`config.mk`:
```
export PLATFORM = sky130hd
export DESIGN_NAME = dex_pipe
export DESIGN_NICKNAME = d
export VERILOG_FILES = /design/src/rtl/dex_pipe.sv
export SDC_FILE = /design/constraint.sdc
export NUM_CORES = 1
export LEC_CHECK = 0
export BUFFER_PORTS_ARGS = -buffer_cell sky130_fd_sc_hd__buf_2
export CELL_PAD_IN_SITES_DETAIL_PLACEMENT = 1
export CELL_PAD_IN_SITES_GLOBAL_PLACEMENT = 2
export CORE_ASPECT_RATIO = 0.6
export CORE_MARGIN = 4
export CORE_UTILIZATION = 40
export DETAILED_ROUTE_END_ITERATION = 10
export PLACE_DENSITY = 0.89
export SLEW_MARGIN = 20
export SYNTH_ARGS = -nofsm -noshare
export SYNTH_HDL_FRONTEND = slang
export SYNTH_SLANG_ARGS = --single-unit
```
`constraint.sdc`:
```
create_clock -name clk_i -period 20.3 [get_ports clk_i]
set_clock_uncertainty 0.05 [all_clocks]
set_input_delay 4.06 -clock clk_i [delete_from_list [all_inputs] [get_ports clk_i]]
set_output_delay 4.06 -clock clk_i [all_outputs]
set_load 0.02 [all_outputs]
```
`src/rtl/dex_pipe.sv`:
```
// Elastic decode-to-execute stage: DEPTH-entry circular buffer with valid/ready
// handshake, synchronous flush and zeroed bubble payload. Optional DEX_PERF_EN adds perf counters.
module dex_pipe #(
    parameter int unsigned REGI_BITS = 4,
    parameter int unsigned VECT_BITS = 2,
    parameter int unsigned REGI_SIZE = 16,
    parameter int unsigned VECT_SIZE = 8,
    parameter int unsigned ELEM_SIZE = 8,
    parameter int unsigned CTRL_BITS = 40,
    parameter int unsigned DEPTH     = 2,
    localparam int unsigned VW       = ELEM_SIZE * VECT_SIZE,
    localparam int unsigned CW       = $clog2(DEPTH + 1)
) (
    input  logic                 clk_i,
    input  logic                 rst_i,
    input  logic                 in_valid_i,
    output logic                 in_ready_o,
    input  logic [REGI_SIZE-1:0] int_oper1_i,
    input  logic [REGI_SIZE-1:0] int_oper2_i,
    input  logic [VW-1:0]        vec_oper1_i,
    input  logic [VW-1:0]        vec_oper2_i,
    input  logic [CTRL_BITS-1:0] ctrl_i,
    input  logic [REGI_BITS-1:0] int_dest_i,
    input  logic [VECT_BITS-1:0] vec_dest_i,
    input  logic                 flush_i,
    output logic                 out_valid_o,
    input  logic                 out_ready_i,
    output logic [REGI_SIZE-1:0] int_oper1_o,
    output logic [REGI_SIZE-1:0] int_oper2_o,
    output logic [VW-1:0]        vec_oper1_o,
    output logic [VW-1:0]        vec_oper2_o,
    output logic [CTRL_BITS-1:0] ctrl_o,
    output logic [REGI_BITS-1:0] int_dest_o,
    output logic [VECT_BITS-1:0] vec_dest_o,
    output logic [CW-1:0]        count_o
`ifdef DEX_PERF_EN
    ,
    output logic [15:0]          stall_cnt_o,
    output logic [15:0]          flush_cnt_o
`endif
);

    localparam int unsigned PW = $clog2(DEPTH);

    logic [REGI_SIZE-1:0] r_i1   [DEPTH];
    logic [REGI_SIZE-1:0] r_i2   [DEPTH];
    logic [VW-1:0]        r_v1   [DEPTH];
    logic [VW-1:0]        r_v2   [DEPTH];
    logic [CTRL_BITS-1:0] r_ctrl [DEPTH];
    logic [REGI_BITS-1:0] r_id   [DEPTH];
    logic [VECT_BITS-1:0] r_vd   [DEPTH];

    logic [PW-1:0] r_wp;
    logic [PW-1:0] r_rp;
    logic [CW-1:0] r_count;

    logic w_push;
    logic w_pop;

    // Ready depends only on registered occupancy, never on out_ready_i
    assign in_ready_o  = rst_i && !flush_i && (r_count < CW'(DEPTH));
    assign out_valid_o = (r_count != '0);
    assign w_push      = in_valid_i && in_ready_o;
    assign w_pop       = out_valid_o && out_ready_i && !flush_i;
    assign count_o     = r_count;

    // Empty stage presents an all-zero NOP bubble
    assign int_oper1_o = out_valid_o ? r_i1[r_rp]   : '0;
    assign int_oper2_o = out_valid_o ? r_i2[r_rp]   : '0;
    assign vec_oper1_o = out_valid_o ? r_v1[r_rp]   : '0;
    assign vec_oper2_o = out_valid_o ? r_v2[r_rp]   : '0;
    assign ctrl_o      = out_valid_o ? r_ctrl[r_rp] : '0;
    assign int_dest_o  = out_valid_o ? r_id[r_rp]   : '0;
    assign vec_dest_o  = out_valid_o ? r_vd[r_rp]   : '0;

    // Payload storage carries no reset; contents are qualified by count
    always_ff @(posedge clk_i) begin
        if (w_push) begin
            r_i1[r_wp]   <= int_oper1_i;
            r_i2[r_wp]   <= int_oper2_i;
            r_v1[r_wp]   <= vec_oper1_i;
            r_v2[r_wp]   <= vec_oper2_i;
            r_ctrl[r_wp] <= ctrl_i;
            r_id[r_wp]   <= int_dest_i;
            r_vd[r_wp]   <= vec_dest_i;
        end
    end

    // Pointers and occupancy; flush overrides any handshake in the same cycle
    always_ff @(posedge clk_i or negedge rst_i) begin
        if (!rst_i) begin
            r_wp    <= '0;
            r_rp    <= '0;
            r_count <= '0;
        end else if (flush_i) begin
            r_wp    <= '0;
            r_rp    <= '0;
            r_count <= '0;
        end else begin
            if (w_push) r_wp <= PW'(r_wp + 1'b1);
            if (w_pop)  r_rp <= PW'(r_rp + 1'b1);
            case ({w_push, w_pop})
                2'b10:   r_count <= CW'(r_count + 1'b1);
                2'b01:   r_count <= CW'(r_count - 1'b1);
                default: r_count <= r_count;
            endcase
        end
    end

`ifdef DEX_PERF_EN
    logic [15:0] r_stall_cnt;
    logic [15:0] r_flush_cnt;
    logic [16:0] w_flush_sum;

    assign w_flush_sum = 17'(r_flush_cnt) + 17'(r_count);
    assign stall_cnt_o = r_stall_cnt;
    assign flush_cnt_o = r_flush_cnt;

    // Saturating perf counters: head-blocked cycles and beats discarded by flush
    always_ff @(posedge clk_i or negedge rst_i) begin
        if (!rst_i) begin
            r_stall_cnt <= '0;
            r_flush_cnt <= '0;
        end else begin
            if (out_valid_o && !out_ready_i && (r_stall_cnt != 16'hFFFF))
                r_stall_cnt <= 16'(r_stall_cnt + 1'b1);
            if (flush_i)
                r_flush_cnt <= w_flush_sum[16] ? 16'hFFFF : w_flush_sum[15:0];
        end
    end
`endif

endmodule

```
* Word level (Yosys, flattened, before mapping) *
Memories as Yosys holds them, arrays and structs flattened.
Index checks and enable logic that the tools add are counted.

operators by class
  eq/ne operators = 2
  add/subtract/negate cells = 4
  magnitude comparators = 1
  reductions and logical operators = 10
  mux-type cells = 15

operators with widths
  operator             count
  $mux 64              2
  $mux 40              1
  $mux 16              2
  $mux 1               6
  $reduce_bool 2->1    3
  $logic_and 1x1->1    5
  $mux 2               2
  $mux 4               1
  $pmux 2 s2           1
  $reduce_bool 3->1    1
  $add 1x1->1 const B  2
  $add 2x1->2 const B  1
  $eq 2x1->1 const B   1
  $eq 2x2->1 const B   1
  $lt 2x2->1 const B   1
  $sub 2x1->2 const B  1
  $logic_not 1->1      1

storage, ports and cells
  memories kept = 7
  word-level logic and storage cells = 42
  memory bits (writable) = 412
  flip-flop bits (word level) = 4
  output and inout bits = 210

memories
  name         depth  bits a word  read ports  clocked after memory_dff  wr ports  RTL line  source
  r_v1         2      64           1           0                         1         47        logic [VW-1:0] r_v1 [DEPTH];
  r_v2         2      64           1           0                         1         48        logic [VW-1:0] r_v2 [DEPTH];
  r_ctrl       2      40           1           0                         1         49        logic [CTRL_BITS-1:0] r_ctrl [DEPTH];
  r_i1         2      16           1           0                         1         45        logic [REGI_SIZE-1:0] r_i1 [DEPTH];
  r_i2         2      16           1           0                         1         46        logic [REGI_SIZE-1:0] r_i2 [DEPTH];
  r_id         2      4            1           0                         1         50        logic [REGI_BITS-1:0] r_id [DEPTH];
  +1 memories  --     --           --          --                        --        --

* Longest topological paths before layout *
  word-level depth = 7
  gate-level depth with buffers = 5
  depth with buffers taken out = 3

* Worst setup path after synthesis *
OpenSTA, ideal clock, no wires.

  kind = input to register
  start = in flush_i
  end = mem r_ctrl[0][0] (enable)
  required time = 19474 ps
  setup time = 776 ps
  path slack = 6121 ps
  stages = 3
  data arrival time = 13352 ps
  cells stage by stage = nor3b_1 -> nand2_1 -> nor2_1

between the ends
  cells in the longest elaborated chain, start to end = 6

RTL lines
  element                         RTL line  source
  from (decl)                     25        input logic flush_i,
  $logic_not 1->1                 61        assign in_ready_o = rst_i && !flush_i && (r_count < CW'(DEPTH));
  $logic_and 1x1->1 (2 in a row)  61
  $logic_and 1x1->1               63        assign w_push = in_valid_i && in_ready_o;
  $mux 1                          78        if (w_push) begin
  $mux 1 (implied by the code)    83        r_ctrl[r_wp] <= ctrl_i;
  to (decl)                       49

Every way passes these cells.

* Worst setup path in the final report *
  start = in rst_i
  end = out in_ready_o

between the ends
  cells in the longest elaborated chain, start to end = 2

RTL lines
  element                         RTL line  source
  from (decl)                     15        input logic rst_i,
  $logic_and 1x1->1 (2 in a row)  61
  to (decl)                       17        output logic in_ready_o,

Every way passes these cells.

==> flow_summary.yaml <==
global_routing:
  gr-usage-all-layers_pct: 17.6
  grt_max_degree: 91
  antenna_found_initial: 8
  grt_first_pass_wirelength_mm: 58.7
  grt-ovfl-total: 0
  grt_pass1_vias: 9826
pwr:
  clock_power_share_pct: 38.3
  leakagePower_nw: 7.28
  power_frac_seq_pct: 53.2
  peakVddDrop_uv: 68.2
  p_comb_share_pct: 8.5
  p_int_w: 0.00141
  p_switching_w: 0.000420
  p_sw_share_pct: 23.0
  p_total_w: 0.00183
  cellPowerDensity_nw_per_um2: 93.8
synth:
  yosys_warnings: 0
  syn_nets: 1104
  synth_async_sr_flop_share_pct: 0.962
  syn_area_um2: 15800
  synth_seq_area_share_pct: 79.1
  synth-seq-cells: 416
  syn_avg_cell_area_um2: 17.6
  synth_cell_types: 22
  synthCells: 893
  synth_edf_count: 412
  synthFlopType: "edfxtp_1"
outcome:
  status: "complete, no violations"
detailed_routing:
  wirelength_mm: 39.0
  drc: 0
  drtIter0Drc: 558
  wl_per_cell_um: 20.9
  ant_nets: 0
  drtPass1Iterations: 5
  vias: 9145
  via_per_inst: 4.90
floorplan:
  initial_core_util_pct: 41.2
  core.rowCount: 55
  core_um2: 38300
  die-area_um2: 42700
  die_w_um: 264
  die_y_um: 162
  io_pins: 421
clock_network:
  clockBufferDepth: 3
  clock_tree.root_cell: "clkbuf_16"
  cts_max_level: 2
  cts_tree: "built"
  cts_buffers: 40
  postCtsSetupRepairBufs: 0
  hold_buffers: 0
  cts_resized: 0
  cts.sinks: 416
  clk_latency_ns: 0.52
  clk_pin_slew_worst_paths_ns: 0.06
critical_path:
  worst_path_largest_cell_delay_ns: 0.35
  slowest_stage: "nor3b_1"
  arrival_ns: 4.82
  critPathLaunchType: "input pin"
  cp_max_fo: 7
  cp_common_cell: "buf_2"
  path_cells: "buf_2, nor3b_1, buf_2"
  worstSetupEndpointType: "output port"
  r2r_slack_ns: 16.20
  path_class: "in -> out"
  cp.required_ns: 16.19
sta:
  final_hold_viol_count: 0
  timing.final.crit_share_pct: 44.0
  max-slew-margin-rel_pct: 25.8
  fmax_mhz: 112
  rsz0062_at_grt: "no"
  tightest_slew_ns: 1.11
  tns_ns: 0
  maxSlewViolCount: 0
  min_period_ns: 8.93
  setup_viol: 0
flow_run:
  cap_violations: 0
placed_design:
  dp.cells: 1792
  hpwlAfterDp_mm: 26.0
  port_buffers: 420
  gp_congestion: 0.765
cells_and_area:
  nets: 1532
  final_cells: 1867
  final_layout_size_suffix_gt1_share_pct: 36.5
  area_delta_synth_final_pct: 23.7
hold_path:
  min_path_type: "reg -> reg"
[critical path: cells and delay by family]
family	cells	cell delay [ns]
buf+inv	2	0.41
simple gates	1	0.35
[synth_stat cells (2+ instances only)]
library cell    n  area [um2]
nor2_1        209         785
buf_6          15         169
dfrtp_1         4         100
inv_1           2        7.51
buf_1           6        22.5
nand2_1         2        7.51
o21ai_0         2        10.0
buf_4           8        60.1
edfxtp_1      412       12400
mux2i_1       206        2060
buf_2          15        75.1
a21oi_1         2        10.0
[power groups by stage]
| stage | Combinational (W) | Clock [W] | Sequential, W |
|---|---|---|---|
| floorplan | 0.0000958 | 0 | 0.000993 |
| global placement | 0.000154 | 0 | 0.000990 |
| detailed placement | 0.000158 | 0 | 0.000991 |
| CTS | 0.000159 | 0.000721 | 0.000973 |
| global route | 0.000169 | 0.000763 | 0.000974 |
| finish | 0.000156 | 0.000699 | 0.000973 |
[routing by layer]
metal  vias to the layer above  track usage [%]  routed length, um
li1                       4186                -                  -
met1                      4613             22.3              15800
met2                       270             31.0              20200
met3                        68             4.13               2180
met4                         8             3.96                766
met5                         -                0                 46
[final timing paths]
path,start,to,depth (start not counted)
worst max-delay path,rst_i,in_ready_o,3
worst min-delay path,r_wp$_DFFE_PN0P_,r_wp$_DFFE_PN0P_,2
worst max register to register,count_o[1]$_DFFE_PN0P_,r_v2[1][54]$_DFFE_PP_,4
worst min register to register,r_wp$_DFFE_PN0P_,r_wp$_DFFE_PN0P_,2
max in group asynchronous,rst_i,r_rp$_DFFE_PN0P_,1
min in group asynchronous,rst_i,count_o[0]$_DFFE_PN0P_,1
[stage by stage]
step | instance area [um2] | hold WS (ns) | setup WS, ns | util, %
after detailed placement | 18300 | 0.594 | 11.38 | 47.8
after floorplan | 15800 | 0.474 | 6.12 | -
after global routing | 19500 | 0.643 | 11.31 | 50.9
final | 19500 | 0.618 | 11.37 | 50.9
after global placement | 18300 | 0.571 | 11.43 | 47.8
after CTS | 19500 | 0.608 | 11.38 | 50.9
[cells in the final DEF, fill, tap and decap left out]
| cell type | n |
|---|---|
| buf_2 | 420 |
| edfxtp_1 | 412 |
| nor2_1 | 208 |
| mux2i_1 | 206 |
| clkbuf_16 | 41 |
| clkinv_2 | 11 |
| buf_4 | 11 |
| clkbuf_1 | 8 |
| clkinv_1 | 7 |
| inv_6 | 4 |
| dfrtp_1 | 3 |
| nor2_4 | 2 |
| inv_1 | 2 |
| nand2_1 | 2 |
| a21oi_1 | 2 |
| o21ai_0 | 2 |
| diode_2 | 1 |
| nor3b_1 | 1 |
| and3_4 | 1 |
| and3b_1 | 1 |
| a21o_1 | 1 |
| a311oi_1 | 1 |
| xor2_1 | 1 |
| xnor2_1 | 1 |
| nand4_1 | 1 |
| clkinvlp_4 | 1 |
| clkinv_4 | 1 |
| bufinv_16 | 1 |
| dfrtp_4 | 1 |
[kinds of logic (layout without fill, tap and decap cells)]
kind of cell	count (synthesis)	in the layout	synth area share, %
flops	416	416	79.1
xor+xnor	2	2	0.111
other cells	0	1	0
simple gates	216	216	5.28
buf+inv	47	507	2.14
mux	206	206	13.1
compound gates	6	6	0.230
[registers in the layout, indices dropped and copies added, names as in the netlist]
signal and cells:
r_ctrl 80, r_v2 128, r_i1 32, r_v1 128, r_rp 1, count_o 2, r_id 8, r_i2 32
r_wp 1, r_vd 4
[layout make-up]
cell class              instances  area, um2
flip-flops and latches        416      12500
clock inverters                25        163
repair buffers                431       2180
inverters                       2       7.51
multi-input cells             430       2960
diodes                          1       2.50
fillers                      3793      18800
well taps                     513        642
clock buffers                  49       1060
Power figures use the tool's default switching activity.
